File: config.mk
export PLATFORM = sky130hd
export DESIGN_NAME = dmem_miss_ctrl
export DESIGN_NICKNAME = d
export VERILOG_FILES = /design/src/rtl/dmem_miss_ctrl.sv
export SDC_FILE = /design/constraint.sdc
export NUM_CORES = 1
export LEC_CHECK = 0
export ABC_CLOCK_PERIOD_IN_PS = 2340
export BUFFER_PORTS_ARGS = -buffer_cell sky130_fd_sc_hd__buf_4
export CAP_MARGIN = 20
export CORE_MARGIN = 5
export CORE_UTILIZATION = 34
export DETAILED_ROUTE_END_ITERATION = 16
export GPL_TIMING_DRIVEN = 0
export PLACE_DENSITY = 0.6
export REMOVE_ABC_BUFFERS = 1
export SLEW_MARGIN = 20
export SYNTH_ARGS = -nofsm -noshare
export SYNTH_HDL_FRONTEND = slang
export SYNTH_SLANG_ARGS = --single-unit
File: constraint.sdc
create_clock -name clk -period 2.34 [get_ports clk]
set_input_delay 0.234 -clock clk [delete_from_list [all_inputs] [get_ports clk]]
set_output_delay 0.234 -clock clk [all_outputs]
set_load 0.05 [all_outputs]
File: src/rtl/dmem_miss_ctrl.sv
// -----------------------------------------------------------------------------
// dmem_miss_ctrl
//    M-stage data-memory miss/store sequencer for the dual-issue pipeline.
//    Lane-1/lane-2 read misses are refilled block-wise from main memory and
//    lane-1/lane-2 stores go out as single-beat write-through writes. Only
//    one memory transaction is in flight at a time; lane 1 always wins, and
//    a lane-2 request arriving alongside lane 1 is parked and started right
//    after lane 1's DONE cycle.
//
// Ports
//    clk, rst                     pipeline clock, synchronous active-high reset
//    MemtoRegM1/2, MemWriteM1/2   load / store present in M stage per lane
//    hit1, hit2                   cache tag hit for the lane's load
//    addr1/2, wdata1/2            M-stage byte address and store data
//    stall_m                      M stage held this cycle
//    mem_ack, mem_rdata           memory beat accepted / returned data
//    mem_req, mem_we, mem_addr,   memory request (held until final ack),
//    mem_wdata                    direction, word address, store data
//    fill_we, fill_addr,          cache-array refill write strobe, word
//    fill_data                    address and data
//    readmiss1/2, writemiss1/2    level flags while a lane's op is active
//    ReadReady1/2, WriteReady1/2  one-cycle completion pulses
//    busy                         sequencer not idle
//    All outputs are registered.
// -----------------------------------------------------------------------------
module dmem_miss_ctrl #(
   parameter int BLOCK_WORDS = 4,
   parameter int ADDR_W      = 32,
   parameter int DATA_W      = 32
) (
   input  logic              clk,
   input  logic              rst,
   input  logic              MemtoRegM1,
   input  logic              MemtoRegM2,
   input  logic              MemWriteM1,
   input  logic              MemWriteM2,
   input  logic              hit1,
   input  logic              hit2,
   input  logic [ADDR_W-1:0] addr1,
   input  logic [ADDR_W-1:0] addr2,
   input  logic [DATA_W-1:0] wdata1,
   input  logic [DATA_W-1:0] wdata2,
   input  logic              stall_m,
   input  logic              mem_ack,
   input  logic [DATA_W-1:0] mem_rdata,
   output logic              mem_req,
   output logic              mem_we,
   output logic [ADDR_W-1:0] mem_addr,
   output logic [DATA_W-1:0] mem_wdata,
   output logic              fill_we,
   output logic [ADDR_W-1:0] fill_addr,
   output logic [DATA_W-1:0] fill_data,
   output logic              readmiss1,
   output logic              readmiss2,
   output logic              writemiss1,
   output logic              writemiss2,
   output logic              ReadReady1,
   output logic              ReadReady2,
   output logic              WriteReady1,
   output logic              WriteReady2,
   output logic              busy
);

   localparam int BW_W  = $clog2(BLOCK_WORDS);
   localparam int OFF_W = BW_W + 2;

   localparam logic [1:0] ST_IDLE  = 2'd0;
   localparam logic [1:0] ST_READ  = 2'd1;
   localparam logic [1:0] ST_WRITE = 2'd2;
   localparam logic [1:0] ST_DONE  = 2'd3;

   localparam logic [BW_W-1:0] LAST_BEAT = BW_W'(BLOCK_WORDS - 1);
   localparam logic [BW_W-1:0] BEAT_ONE  = BW_W'(1);

   logic [1:0]        state_r;
   logic [BW_W-1:0]   beat_r;
   logic              served1_r;
   logic              served2_r;
   logic              pend2_r;
   logic              pend_we_r;
   logic [ADDR_W-1:0] pend_addr_r;
   logic [DATA_W-1:0] pend_wdata_r;
   logic              cur_lane_r;   // 0 = lane 1, 1 = lane 2
   logic [ADDR_W-1:0] cur_addr_r;

   logic              rd1_s;
   logic              rd2_s;
   logic              wr1_s;
   logic              wr2_s;
   logic              go1_s;
   logic              go2_s;
   logic              start_s;
   logic              start_lane_s;
   logic              start_we_s;
   logic [ADDR_W-1:0] start_addr_s;
   logic [DATA_W-1:0] start_wdata_s;

   // Word address of a refill beat: block base of a, beat index in the
   // word-offset field, byte offset zero.
   function automatic logic [ADDR_W-1:0] beat_addr(input logic [ADDR_W-1:0] a,
                                                   input logic [BW_W-1:0]   b);
      logic [ADDR_W-1:0] r;
      r            = a;
      r[OFF_W-1:2] = b;
      r[1:0]       = 2'b00;
      return r;
   endfunction

   // A lane already served in this M-stage occupancy must not re-request.
   assign rd1_s = MemtoRegM1 & ~hit1 & ~served1_r;
   assign rd2_s = MemtoRegM2 & ~hit2 & ~served2_r;
   assign wr1_s = MemWriteM1 & ~served1_r;
   assign wr2_s = MemWriteM2 & ~served2_r;
   assign go1_s = rd1_s | wr1_s;
   assign go2_s = rd2_s | wr2_s;

   // Select the operation launched this cycle: a fresh pick from IDLE or the
   // parked lane-2 op straight out of DONE. Write wins if a lane flags both.
   always_comb begin
      start_s       = 1'b0;
      start_lane_s  = 1'b0;
      start_we_s    = 1'b0;
      start_addr_s  = {ADDR_W{1'b0}};
      start_wdata_s = {DATA_W{1'b0}};
      if ((state_r == ST_IDLE) && (go1_s || go2_s)) begin
         start_s = 1'b1;
         if (go1_s) begin
            start_lane_s  = 1'b0;
            start_we_s    = wr1_s;
            start_addr_s  = addr1;
            start_wdata_s = wdata1;
         end else begin
            start_lane_s  = 1'b1;
            start_we_s    = wr2_s;
            start_addr_s  = addr2;
            start_wdata_s = wdata2;
         end
      end else if ((state_r == ST_DONE) && pend2_r) begin
         start_s       = 1'b1;
         start_lane_s  = 1'b1;
         start_we_s    = pend_we_r;
         start_addr_s  = pend_addr_r;
         start_wdata_s = pend_wdata_r;
      end else begin
         start_s = 1'b0;
      end
   end

   // Sequencer state, served/pending bookkeeping and every registered output.
   always_ff @(posedge clk) begin
      if (rst) begin
         state_r      <= ST_IDLE;
         beat_r       <= {BW_W{1'b0}};
         served1_r    <= 1'b0;
         served2_r    <= 1'b0;
         pend2_r      <= 1'b0;
         pend_we_r    <= 1'b0;
         pend_addr_r  <= {ADDR_W{1'b0}};
         pend_wdata_r <= {DATA_W{1'b0}};
         cur_lane_r   <= 1'b0;
         cur_addr_r   <= {ADDR_W{1'b0}};
         mem_req      <= 1'b0;
         mem_we       <= 1'b0;
         mem_addr     <= {ADDR_W{1'b0}};
         mem_wdata    <= {DATA_W{1'b0}};
         fill_we      <= 1'b0;
         fill_addr    <= {ADDR_W{1'b0}};
         fill_data    <= {DATA_W{1'b0}};
         readmiss1    <= 1'b0;
         readmiss2    <= 1'b0;
         writemiss1   <= 1'b0;
         writemiss2   <= 1'b0;
         ReadReady1   <= 1'b0;
         ReadReady2   <= 1'b0;
         WriteReady1  <= 1'b0;
         WriteReady2  <= 1'b0;
         busy         <= 1'b0;
      end else begin
         fill_we     <= 1'b0;
         ReadReady1  <= 1'b0;
         ReadReady2  <= 1'b0;
         WriteReady1 <= 1'b0;
         WriteReady2 <= 1'b0;

         // An advancing M stage forgets what was served; that wins over DONE.
         if (!stall_m) begin
            served1_r <= 1'b0;
            served2_r <= 1'b0;
         end else if (state_r == ST_DONE) begin
            if (cur_lane_r) begin
               served2_r <= 1'b1;
            end else begin
               served1_r <= 1'b1;
            end
         end

         case (state_r)
            ST_IDLE: begin
               // Park lane 2 when it must wait behind lane 1.
               if (go1_s && go2_s) begin
                  pend2_r      <= 1'b1;
                  pend_we_r    <= wr2_s;
                  pend_addr_r  <= addr2;
                  pend_wdata_r <= wdata2;
               end
            end
            ST_READ: begin
               if (mem_ack) begin
                  fill_we   <= 1'b1;
                  fill_addr <= mem_addr;
                  fill_data <= mem_rdata;
                  if (beat_r == LAST_BEAT) begin
                     beat_r    <= {BW_W{1'b0}};
                     mem_req   <= 1'b0;
                     readmiss1 <= 1'b0;
                     readmiss2 <= 1'b0;
                     state_r   <= ST_DONE;
                     if (cur_lane_r) begin
                        ReadReady2 <= 1'b1;
                     end else begin
                        ReadReady1 <= 1'b1;
                     end
                  end else begin
                     beat_r   <= beat_r + BEAT_ONE;
                     mem_addr <= beat_addr(cur_addr_r, beat_r + BEAT_ONE);
                  end
               end
            end
            ST_WRITE: begin
               if (mem_ack) begin
                  mem_req    <= 1'b0;
                  mem_we     <= 1'b0;
                  writemiss1 <= 1'b0;
                  writemiss2 <= 1'b0;
                  state_r    <= ST_DONE;
                  if (cur_lane_r) begin
                     WriteReady2 <= 1'b1;
                  end else begin
                     WriteReady1 <= 1'b1;
                  end
               end
            end
            ST_DONE: begin
               pend2_r <= 1'b0;
               if (!start_s) begin
                  state_r <= ST_IDLE;
                  busy    <= 1'b0;
               end
            end
            default: begin
               state_r <= ST_IDLE;
               mem_req <= 1'b0;
               mem_we  <= 1'b0;
               busy    <= 1'b0;
            end
         endcase

         // Launch a new memory op (from IDLE or back-to-back from DONE).
         if (start_s) begin
            cur_lane_r <= start_lane_s;
            cur_addr_r <= start_addr_s;
            beat_r     <= {BW_W{1'b0}};
            mem_req    <= 1'b1;
            mem_we     <= start_we_s;
            busy       <= 1'b1;
            if (start_we_s) begin
               state_r   <= ST_WRITE;
               mem_addr  <= {start_addr_s[ADDR_W-1:2], 2'b00};
               mem_wdata <= start_wdata_s;
               if (start_lane_s) begin
                  writemiss2 <= 1'b1;
               end else begin
                  writemiss1 <= 1'b1;
               end
            end else begin
               state_r  <= ST_READ;
               mem_addr <= beat_addr(start_addr_s, {BW_W{1'b0}});
               if (start_lane_s) begin
                  readmiss2 <= 1'b1;
               end else begin
                  readmiss1 <= 1'b1;
               end
            end
         end
      end
   end

endmodule

==> impl_metrics.csv <==
group,metric,value,unit
sta,finalMaxSlewViolations,0,
floorplan,initial_core_util,34.3,%
finish,syn_to_final_growth,53.2,%
clocking,clockBufferDepth,3,
sta,maxSlewHeadroom,51.4,%
worst_setup_path,cp_common_cell,"buf_16",
worst_setup_path,worst-path-max-fanout,15,
logic_synthesis,muxShareOfSynthArea,2.96,%
sta,finalCritPeriodShare,97.3,%
logic_synthesis,synth-simple-area-share,19.0,%
pwr,power.density,1200,nW/um^2
worst_setup_path,crit_type,"register to register",
route,ant_nets,0,
route,vias_per_cell,5.08,
logic_synthesis,syn_area,10100,sq um
sta,setup_ws,0.0640,ns
clocking,h-tree-depth,1,
worst_setup_path,reg2reg_slack,0.06,ns
route,drc_errors,0,
floorplan,die_w,183,um
worst_setup_path,crit_slowest_cell,"dfxtp_2",
worst_hold_path,hold_path.class,"input pin to register",
logic_synthesis,ys_seq_area_share,46.4,%
finish,antenna_cells,0,
global_route,grt_pass1_vias,10300,
floorplan,num_io_pins,310,
clocking,cts_buffers,27,
finish,finish.utilization,52.6,%
floorplan,fp.dieH,183,um
logic_synthesis,synth_top_family_by_area,"compound AO/OA/AOI/OAI gates",
clocking,insertion_delay,0.54,ns
route,finalWirelength,37.0,mm
sta,setup_viol_count_final,0,
route,vias,10400,
worst_setup_path,cp-end-kind,"register",
worst_setup_path,worst_setup_path_start_kind,"register",
logic_synthesis,synth_flop_cell,"dfxtp_1",
pwr,peakVddDrop,0.714,mV
logic_synthesis,synthAdderAreaFrac,0.617,%
floorplan,core,29600,sq um
route,wl_per_cell,18.1,um
worst_setup_path,crit_arrival,2.70,ns
placed_design,dp_hpwl,23.0,mm
logic_synthesis,synth.distinct_cells,46,
finish,layout.nets,1808,
clocking,ctsRootBufferMaster,"clkbuf_16",
global_route,grt.overflow.total,0,
status,status,"completed",
placed_design,portBuffers,301,
global_route,grt_usage,21.2,%
route,drtIter0Drc,812,
global_route,antenna_found_initial,0,
finish,stdcell_count,2044,
sta,setup_tns,0,ns
clocking,clk_pin_slew,0.06,ns
worst_setup_path,required,2.76,ns
floorplan,die_area,33400,sq um
worst_setup_path,crit_chain,"inv_2 > ha_4 > buf_16 > and2b_4 > o21ai_4 > buf_4 > a21o_4 > and2_4 > buf_16 > a221oi_1",
global_route,grt_pass1_wl,58.3,mm
placed_design,place_inst,1848,
logic_synthesis,synth-compound-area-share,24.8,%
clocking,cts_tree,"yes",
flow_run,cap_violations,0,
worst_setup_path,cpPeakStageDelay,0.34,ns
logic_synthesis,async_flop_share,0,%
placed_design,routabilityCongestion,0.781,
logic_synthesis,syn_area_per_cell,8.17,sq um
placed_design,preCtsSetupSlack,-1.23,ns
logic_synthesis,ys_warn_count,0,
sta,clock.fmax,439,MHz
global_route,grt_max_degree,109,
floorplan,rows,63,
logic_synthesis,synth-edff-count,0,
logic_synthesis,netlist_instances,1242,
sta,fin_skew,0.0187,ns
logic_synthesis,synth_xor_area_share,0,%
sta,worstMarginPinSlew,0.728,ns
sta,finalHoldViolCount,0,
pwr,total_power,18600,uW
sta,fin_crit,2.28,ns
clocking,cts.sink_count,235,
route,firstDrtPassIters,5,
finish,drive_gt1_share,27.4,%
logic_synthesis,ys_seq_elements,235,
sta,rsz0062_at_grt,"yes",
pwr,p_leak,0.00659,uW
state kept, by name (all words and copies together), names as in the netlist, 2 cells and up:
register,count
mem_addr,30
pend_addr_r,30
state_r,2
beat_r,2
fill_data,32
fill_addr,30
mem_wdata,32
pend_wdata_r,32
cur_addr_r,28
repair_timing:
action,CTS,global route
resized for setup,9,11
hold buffers,125,0
pin swaps,2,1
endpoints found under the setup margin,161,52
hold endpoints to repair,127,0
cloned,5,0
buffers inserted,15,1
path summary, 6_finish.rpt:
| kind | start | to | cells past startpoint |
|---|---|---|---|
| max | state_r[1] | mem_wdata[20] | 10 |
| min | mem_ack | mem_req | 4 |
| max reg2reg | state_r[1] | mem_wdata[20] | 10 |
| min reg2reg | pend_wdata_r[3] | pend_wdata_r[3] | 2 |
power by group:
group | internal [uW] | switching (uW) | leakage (uW) | total, uW
clock | 2730 | 1750 | 0.000474 | 4480
sequential | 4960 | 545 | 0.00192 | 5500
combinational | 3120 | 5540 | 0.00419 | 8660
synthesized netlist by cell type, types with 2 or more instances:
cell	instances	area [sq um]
nand2_1	259	972
dfxtp_1	235	4700
a21oi_1	137	686
nor2_1	96	360
o21ai_0	96	480
clkbuf_1	80	300
inv_1	40	150
and2_1	36	225
a221oi_1	32	280
and3_1	32	200
mux2i_1	30	300
a211oi_1	29	218
a221oi_2	28	420
o211ai_1	27	203
buf_2	20	100
nor3_1	6	30.0
buf_4	5	37.5
ha_1	5	62.6
a22oi_1	4	30.0
buf_6	4	45.0
nand2b_1	4	25.0
nand3_1	4	20.0
nand4_1	4	25.0
a21boi_2	2	22.5
a21o_1	2	15.0
a22o_1	2	17.5
nor2b_1	2	12.5
o211a_1	2	20.0
o22ai_1	2	12.5
critical path: cells and delay by family (launching register included):
family | cells | cell delay [ns]
AO/OA/AOI/OAI | 3 | 0.65
adder cells (fa/ha/maj) | 1 | 0.17
buffers and inverters | 4 | 0.61
flip-flops | 1 | 0.34
AND/OR/NAND/NOR | 2 | 0.38
kinds of logic (layout without fill, tap and decap cells):
logic type	count (synthesis)	count (layout)
and+or+nand+nor	448	450
muxes	30	30
other	1	4
buffers and inverters	150	556
DFF	235	235
adders and majority gates	5	5
AOI/OAI and AO/OA	373	374
layer usage:
layer	vias up	global-route usage (%)	wire length (um)
li1	5070	-	-
met1	4971	28.1	16100
met2	288	36.9	18300
met3	55	2.50	1790
met4	0	5.61	852
met5	-	0	0
area by class of cell:
type                    instances  area, sq um
clock buffers                  37          803
clock inverters                13          153
fillers                      2743        14000
inverters                      40          150
multi-input cells             863         5010
flip-flops and latches        235         4710
well taps                     390          488
repair buffers                466         4220
cell usage in the layout, fill, tap and decap left out, drive strengths merged, types with 2 or more instances in the layout:
cell         instances
clkinv               6
a22oi                4
nand4                5
conb                 4
o21ai               97
dfxtp              235
a21oi              137
bufbuf               2
nor2b                3
a21o                 4
o211ai              27
nor2                97
clkbuf              37
mux2i               30
nor3                 7
clkinvlp             2
nand2              259
a22o                 2
nand3                4
bufinv               3
a211oi              29
nand2b               4
buf                339
o211a                2
inv                 42
dlygate4sd3        125
ha                   5
a221oi              60
a21boi               3
and2                37
and3                32
o22ai                2
through the flow:
stage                     hold slack, ns  instance area, sq um
after detailed placement           0.444                 13000
after global placement             0.439                 12400
after floorplan                    0.300                  9670
after CTS                          0.112                 15500
after global routing               0.162                 15500
final                              0.147                 15500
No activity file was read; power rests on OpenSTA's default activity.
